## config.mk

```make
export PLATFORM = sky130hd
export DESIGN_NAME = gpio_irq_ctrl
export DESIGN_NICKNAME = d
export VERILOG_FILES = /design/src/rtl/gpio_irq_ctrl.sv
export SDC_FILE = /design/constraint.sdc
export NUM_CORES = 1
export LEC_CHECK = 0
export ABC_AREA = 1
export CORE_UTILIZATION = 66
export CTS_CLUSTER_DIAMETER = 30
export DETAILED_ROUTE_END_ITERATION = 12
export GPL_TIMING_DRIVEN = 0
export PLACE_DENSITY = 0.95
export SLEW_MARGIN = 5
export SYNTH_ARGS = -nofsm -noshare
export SYNTH_HDL_FRONTEND = slang
export SYNTH_HIERARCHICAL = 1
export SYNTH_SLANG_ARGS = --single-unit
```

## constraint.sdc

```tcl
create_clock -name apb_pclk -period 3.1 [get_ports apb_pclk]
set_input_delay 0.62 -clock apb_pclk [delete_from_list [all_inputs] [get_ports apb_pclk]]
set_output_delay 0.62 -clock apb_pclk [all_outputs]
set_load 0.02 [all_outputs]
```

## src/rtl/gpio_irq_ctrl.sv

```systemverilog
// ---------------------------------------------------------------------------
// gpio_irq_ctrl
//   Input-side GPIO companion: per-pin synchroniser, debounce filter and
//   edge/level interrupt detection, with pending status and configuration
//   on an APB slave window (0x60..0x78). One aggregated interrupt output.
//
// Ports
//   apb_pclk, apb_prstn        clock, async active-low reset
//   apb_psel/penable/pwrite    APB control (no wait states)
//   apb_paddr, apb_pwdata      APB address (only [7:0] decoded), write data
//   apb_prdata                 combinational read data (0 when not reading)
//   gpio_i                     raw asynchronous pad inputs
//   gpio_sync                  synchronised, debounced pin values
//   irq                        |(PEND & EN), registered
// ---------------------------------------------------------------------------

// Per-pin datapath: synchroniser, debounce filter, event detector.
module gpio_irq_pin #(
   parameter int SYNC_STAGES = 2,
   parameter int DB_W        = 8
) (
   input  logic            apb_pclk,
   input  logic            apb_prstn,
   input  logic            pin_i,
   input  logic [DB_W-1:0] db_cnt_i,
   input  logic            type_i,
   input  logic            pol_i,
   input  logic            both_i,
   output logic            f_o,
   output logic            ev_o
);

   logic [SYNC_STAGES-1:0] sync_q;
   logic [DB_W-1:0]        c_q, c_d;
   logic                   f_q, f_d;
   logic                   fp_q;
   logic                   s;
   logic                   rise, fall;

   assign s = sync_q[SYNC_STAGES-1];

   // Counter runs only while s disagrees with f; a bounce back clears it.
   // If DB_CNT is lowered below the current count, c simply wraps first.
   always_comb begin
      f_d = f_q;
      c_d = '0;
      if (s != f_q) begin
         if (c_q == db_cnt_i) f_d = s;
         else                 c_d = c_q + 1'b1;
      end
   end

   always_ff @(posedge apb_pclk or negedge apb_prstn) begin
      if (!apb_prstn) begin
         sync_q <= '0;
         c_q    <= '0;
         f_q    <= 1'b0;
         fp_q   <= 1'b0;
      end else begin
         sync_q <= {sync_q[SYNC_STAGES-2:0], pin_i};
         c_q    <= c_d;
         f_q    <= f_d;
         fp_q   <= f_q;
      end
   end

   assign rise = f_q & ~fp_q;
   assign fall = ~f_q & fp_q;
   assign f_o  = f_q;
   assign ev_o = type_i ? (f_q ^ pol_i)
                        : (both_i ? (rise | fall) : (pol_i ? fall : rise));

endmodule

module gpio_irq_ctrl #(
   parameter int NPIN        = 32,
   parameter int SYNC_STAGES = 2,
   parameter int DB_W        = 8
) (
   input  logic            apb_pclk,
   input  logic            apb_prstn,
   input  logic            apb_psel,
   input  logic [31:0]     apb_paddr,
   input  logic            apb_pwrite,
   input  logic            apb_penable,
   input  logic [31:0]     apb_pwdata,
   output logic [31:0]     apb_prdata,
   input  logic [NPIN-1:0] gpio_i,
   output logic [NPIN-1:0] gpio_sync,
   output logic            irq
);

   localparam logic [7:0] A_EN   = 8'h60;
   localparam logic [7:0] A_TYPE = 8'h64;
   localparam logic [7:0] A_POL  = 8'h68;
   localparam logic [7:0] A_BOTH = 8'h6C;
   localparam logic [7:0] A_PEND = 8'h70;
   localparam logic [7:0] A_DB   = 8'h74;
   localparam logic [7:0] A_VAL  = 8'h78;

   logic [NPIN-1:0] en_q, en_d, type_q, type_d, pol_q, pol_d, both_q, both_d;
   logic [NPIN-1:0] pend_q, pend_d, w1c, ev;
   logic [DB_W-1:0] db_q, db_d;
   logic            irq_q;
   logic            wr, rd;
   logic [7:0]      addr;
   logic [NPIN-1:0] wdat;
   logic            unused_ok;

   assign addr      = apb_paddr[7:0];
   assign wdat      = apb_pwdata[NPIN-1:0];
   assign wr        = apb_psel & apb_penable & apb_pwrite;
   assign rd        = apb_psel & apb_penable & ~apb_pwrite;
   assign unused_ok = ^{apb_paddr[31:8], apb_pwdata};

   gpio_irq_pin #(.SYNC_STAGES(SYNC_STAGES), .DB_W(DB_W)) u_pin [NPIN-1:0] (
      .apb_pclk  (apb_pclk),
      .apb_prstn (apb_prstn),
      .pin_i     (gpio_i),
      .db_cnt_i  (db_q),
      .type_i    (type_q),
      .pol_i     (pol_q),
      .both_i    (both_q),
      .f_o       (gpio_sync),
      .ev_o      (ev)
   );

   always_comb begin
      en_d   = en_q;
      type_d = type_q;
      pol_d  = pol_q;
      both_d = both_q;
      db_d   = db_q;
      w1c    = '0;
      if (wr) begin
         case (addr)
            A_EN:    en_d   = wdat;
            A_TYPE:  type_d = wdat;
            A_POL:   pol_d  = wdat;
            A_BOTH:  both_d = wdat;
            A_PEND:  w1c    = wdat;
            A_DB:    db_d   = apb_pwdata[DB_W-1:0];
            default: ;
         endcase
      end
      // OR-ing the set term last makes a new event win over a same-cycle W1C.
      pend_d = (pend_q & ~w1c) | (ev & en_q);
   end

   always_ff @(posedge apb_pclk or negedge apb_prstn) begin
      if (!apb_prstn) begin
         en_q   <= '0;
         type_q <= '0;
         pol_q  <= '0;
         both_q <= '0;
         pend_q <= '0;
         db_q   <= '0;
         irq_q  <= 1'b0;
      end else begin
         en_q   <= en_d;
         type_q <= type_d;
         pol_q  <= pol_d;
         both_q <= both_d;
         pend_q <= pend_d;
         db_q   <= db_d;
         // Registered from next-state so irq tracks PEND in the same cycle
         // while leaving the output free of combinational glitches.
         irq_q  <= |(pend_d & en_d);
      end
   end

   assign irq = irq_q;

   always_comb begin
      apb_prdata = '0;
      if (rd) begin
         case (addr)
            A_EN:    apb_prdata = 32'(en_q);
            A_TYPE:  apb_prdata = 32'(type_q);
            A_POL:   apb_prdata = 32'(pol_q);
            A_BOTH:  apb_prdata = 32'(both_q);
            A_PEND:  apb_prdata = 32'(pend_q);
            A_DB:    apb_prdata = 32'(db_q);
            A_VAL:   apb_prdata = 32'(gpio_sync);
            default: apb_prdata = '0;
         endcase
      end
   end

endmodule
```

==> impl_results.md, run 1 <==
- Status: stopped before the end
- Fail Step: 5_1_grt
- Error Message: [ERROR GRT-0232] Routing congestion too high. Check the congestion heatmap in the GUI.
- Die X: 218 microns
- Clk buf depth: 3
- Die height: 218 microns
- Syn Std Cell Area: 30,800 sq um
- Primary FF master, synth: dfrtp_1
- Total Routing Usage GR: 86.6%
- CTS buffer count: 116
- Worst End Pin Type: primary output
- Yosys warnings: 6
- Dpl hpwl: 53,600 microns
- FFs w/ async S/R, synth: 100%
- Largest net degree at the start of global routing: 103
- Synthesized netlist cell count: 3,956
- I/O pin cnt: 166
- Unique masters post-synth: 34
- Buffers on Ports: 141
- Rows: 78
- Mean Syn Cell Area: 7.79 sq um
- Post-synth EDFFs: 0
- Worst endpoint after global-route timing repair: apb_prdata[9]
- Gr ovfl total: 493
- Syn Nets: 4,153
- Seq cells post-synth: 553
- Register area share after synthesis: 44.9%
- Initial Util: 67.5%
- H-Tree Depth: 3
- Root Driver: clkbuf_16
- Clk sink count: 553
- Routability cong.: 0.972
[cell usage after synthesis (2+ instances only)]
cell / n / area, sq um
nand2_2: 53 / 332
nand3_2: 34 / 340
a31oi_1: 2 / 12.5
nand2_4: 33 / 372
a22o_1: 12 / 105
a41oi_1: 19 / 166
nor2_1: 424 / 1590
a22oi_1: 32 / 240
clkbuf_1: 21 / 78.8
xnor2_1: 192 / 1680
nor3_2: 32 / 320
buf_6: 5 / 56.3
nand4_1: 33 / 206
o21ai_0: 152 / 761
buf_2: 31 / 155
ha_1: 96 / 1200
dfrtp_1: 553 / 13800
nand2_1: 1338 / 5020
o211ai_1: 33 / 248
nor2_2: 33 / 206
and2_1: 2 / 12.5
nand3_1: 140 / 701
inv_2: 2 / 7.51
xor2_1: 96 / 841
a21oi_1: 46 / 230
o21ai_1: 10 / 50.1
inv_1: 525 / 1970
[layer usage]
metal,GRT usage (%),overflow
met1,85.3,69
met2,95.4,236
met3,81.1,52
met4,83.2,128
met5,72.2,8
[timing repair]
action                                  in CTS
pin swaps                                   14
hold buffers                                 1
endpoints found under the hold margin       16
gates cloned                                 2
endpoints found under the setup margin      32
resized for setup                          333
buffers inserted                            18
[metrics by stage]
stage | hold WS [ns] | area [sq um] | setup TNS (ns) | setup WS [ns] | cells
2_1_floorplan | 0.324 | 30800 | 0 | 0.542 | 3956
3_3_place_gp | 0.332 | 33000 | - | -22.57 | 4697
3_5_place_dp | 0.335 | 33200 | -32.37 | -1.18 | 4703
4_1_cts | 0.339 | 38100 | 0 | 0.00892 | 4941
[logic make-up after synthesis]
kind of cell | Yosys count | synth area share [%]
flops | 553 | 44.9
buf+inv | 587 | 7.42
fa+ha+maj | 96 | 3.90
xor+xnor | 288 | 8.19
simple gates | 2125 | 29.7
compound gates | 307 | 5.91
==> inputs of run 2 (changes only) <==
Settings changed: CORE_UTILIZATION 66 to 40, CTS_CLUSTER_DIAMETER 30 to unset, PLACE_DENSITY 0.95 to unset, PLACE_DENSITY_LB_ADDON set to 0.15.
==> impl_results.md, run 2 <==
- Crit-path max FO: 10
- H-Tree Depth: 3 (unchanged)
- Vias per cell: 4.77
- Post-synthesis mux area share: 0% (unchanged)
- Placed inst area: 33,800 sq um (+2.0%)
- Register area: 13,900 sq um
- CTS tree: done
- Hold buffer count at cts: 0 (-1)
- Worst-Margin Slew: 0.916 ns
- FFs w/ async S/R, synth: 100% (unchanged)
- First-pass GRT wire length: 134,000 microns
- Layout fillers: 7,590
- CTS buffer count: 66 (-43%)
- Mean Syn Cell Area: 7.79 sq um (unchanged)
- Synth top cells by count: 1,338 x nand2_1, 553 x dfrtp_1, 525 x inv_1, 424 x nor2_1, 192 x xnor2_1
- Largest register FFs: 256
- Post-DR wirelength/cell: 16.1 microns
- Die X: 280 microns (+28%)
- Fin util: 48.0%
- Die height: 280 microns (+28%)
- Synth Area in Adders: 3.90% (unchanged)
- Worst path cell trace: dlygate4sd2_1 -> inv_1 -> nand2_1 -> nor2_4 -> nand4_1 -> clkinv_1 -> clkbuf_4 -> nand2_1 -> a41oi_4 -> buf_4
- Vias in the first global route: 24,100
- Antenna violations before repair: 3
- Critical path's top delay family: buffers and inverters
- Clk sink count: 553 (unchanged)
- Commonest non-fill, non-tap cells in the layout: 1,335 x nand2_1, 545 x dfrtp_1, 522 x inv_1
- Buffers on Ports: 141 (unchanged)
- Dpl hpwl: 56,900 microns (+6.1%)
- Syn Nets: 4,153 (unchanged)
- Clk Latency, worst-skew pair: 0.61 ns
- Compound-Gate Fraction of Synth Area: 5.91% (unchanged)
- Share of cells above drive strength 1: 9.96%
- Fin Clk Skew: 0.0317 ns
- Hold Crit Class: in2async
- Leak: 17.0 nW
- Final instance area: 36,500 sq um
- Synthesized netlist cell count: 3,956 (unchanged)
- I/O pin cnt: 166 (unchanged)
- Total Routing Usage GR: 22.0%
- Multi-input logic area: 15,000 sq um
- Top reg by flops: u_pin/c_q
- Max_slew headroom: 38.9%
- Clk buf depth: 3 (unchanged)
- Pins Over Slew Limit: 0
- Number of buffers and inverters on the critical path: 5
- Commonest non-fill, non-tap cell in the layout: nand2_1
- Routability cong.: 0.840 (-14%)
- Critical Path AT: 2.44 ns
- Seq cells post-synth: 553 (unchanged)
- Gr ovfl total: 0
- Setup violators final: 0
- Largest net degree at the start of global routing: 111
- Rows: 101 (+29%)
- Simple-gate share of the synthesized area: 29.7% (unchanged)
- Min cycle time layout: 3.06 ns
- Main combinational cell family by area after synthesis: simple AND/OR/NAND/NOR gates
- Top cell type's share of synthesized area: 44.9% (unchanged)
- Critical path class: in2out
- Routed Antenna Nets: 0
- Yosys warnings: 6 (unchanged)
- Synth area leader: dfrtp_1
- First-pass iteration count of the detailed router: 5
- Die area: 78,100 sq um
- Vias: 25,100
- Slowest-stage cell, CP: a41oi_4
- Core Region: 76,100 sq um
- Post-Synth XOR/XNOR Area: 8.19% (unchanged)
- WP data required: 2.48 ns
- Post-synth EDFFs: 0 (unchanged)
- Register area share after synthesis: 44.9% (unchanged)
- Hold Violations, Final: 0
- Slowest stage delay, CP: 0.35 ns
- Status: completed
- Fmax: 0.326 GHz
- Power Density: 529 nW/um^2
- Primary FF master, synth: dfrtp_1
- Crit path top cell by count: nand2_1
- Unique masters post-synth: 34 (unchanged)
- Crit start category: primary input
- Initial Util: 40.5% (-27 points)
- Setup crit end kind: output port
- Max-cap violations: 0
- Syn-to-layout area delta: 18.6%
- Unrepaired setup endpoints after global routing: true
- Root Driver: clkbuf_16
- Most common cell in the netlist: nand2_1
- Final wirelength: 84,800 microns
- Nets: 4,384
- Synth top area cells: dfrtp_1 45%, nand2_1 16%, inv_1 6.4%
- Clock-pin slew on the worst setup and hold paths: 0.05 ns
- Worst IR Drop VDD: 0.275 mV
- DRC Markers: 0
- Top flop regs: u_pin/c_q (256), u_pin/sync_q (64)
- Syn Std Cell Area: 30,800 sq um (unchanged)
- Final cycle utilization of the critical path: 98.8%
- Drt initial violations: 1,814
run 2: cell counts after synthesis:
Identical to the previous run, type by type.
run 2: final timing paths:
check,endpoint,start,cells after the start,slack (ns)
min reg2reg,u_pin[2]/sync_q[1],u_pin[2]/sync_q[0],0,0.34
max,apb_prdata[31],apb_paddr[4],10,0.04
min,u_pin[11]/c_q[7],apb_prstn,1,0.004
max reg2reg,irq,u_pin[8]/f_o,13,0.83
min in group apb_pclk,u_pin[2]/sync_q[1],u_pin[2]/sync_q[0],0,0.34
max in group asynchronous,u_pin[19]/c_q[6],apb_prstn,3,1.63
run 2: power breakdown:
group | switching (mW) | internal (mW) | leakage (nW)
sequential | 0.725 | 7.65 | 7.25
combinational | 1.77 | 1.20 | 8.64
clock | 3.08 | 4.90 | 1.08
total | 5.57 | 13.8 | 17.0
run 2: per-stage QoR:
stage	total power, mW	TNS [ns]	hold WS, ns	cells	setup slack (ns)
after global placement	11.5	-	0.331	5127	-24.60
final	19.3	0	0.00371	5259	0.0358
after detailed placement	11.5	-42.63	0.335	5139	-1.45
after CTS	19.6	0	0.00385	5258	0.114
after floorplan	10.3	0	0.324	3956	0.542
after global routing	20.3	-0.0593	0.0477	5258	-0.0305
run 2: routing by layer:
layer  track usage, %  routed length (microns)  up-vias
met5                0                        0        -
met4             6.52                     2050        0
li1                 -                        -    12700
met3             3.04                     4590      136
met1             30.5                    39400    11700
met2             35.9                    38700      565
run 2: timing repair:
action | 4_1_cts | 5_1_grt
setup endpoints to repair | 32 | 11
hold endpoints to repair | 0 | 0
resized for setup | 296 | 7
pin swaps | 11 | 2
buffers inserted | 10 | 0
run 2: worst register-to-register path, cell delays in order, from the launching register on:
cell and delay [ns]:
dfrtp_1 0.71, inv_1 0.10, ha_1 0.30, nor2_1 0.04, nor2_1 0.07, a22oi_1 0.07
nand2_1 0.08, nand2_1 0.07, nand2_1 0.06, nand2_1 0.04, nor2_1 0.17, nand2_1 0.10
nor2_1 0.11, nand2_1 0.17
run 2: cell type report:
class / count / area share [%]
multi-input cells: 2816 / 41.1
flip-flops and latches: 553 / 38.0
clock buffers: 101 / 5.56
inverters: 529 / 5.45
repair buffers: 163 / 4.59
well taps: 1030 / 3.53
plain buffers: 58 / 1.37
clock inverters: 8 / 0.473
diodes: 1 / 0.00685
run 2: logic make-up after synthesis:
kind of cell	Yosys count
fa+ha+maj	96
xor+xnor	288
compound gates	307
buf+inv	587
simple gates	2125
flops	553
Power figures use the tool's default switching activity.
==> inputs of run 3 (changes only) <==
Settings changed: CAP_MARGIN set to 20.
==> results of run 3 <==
The final DEF is identical to that of run 2; final timing and power are the same.
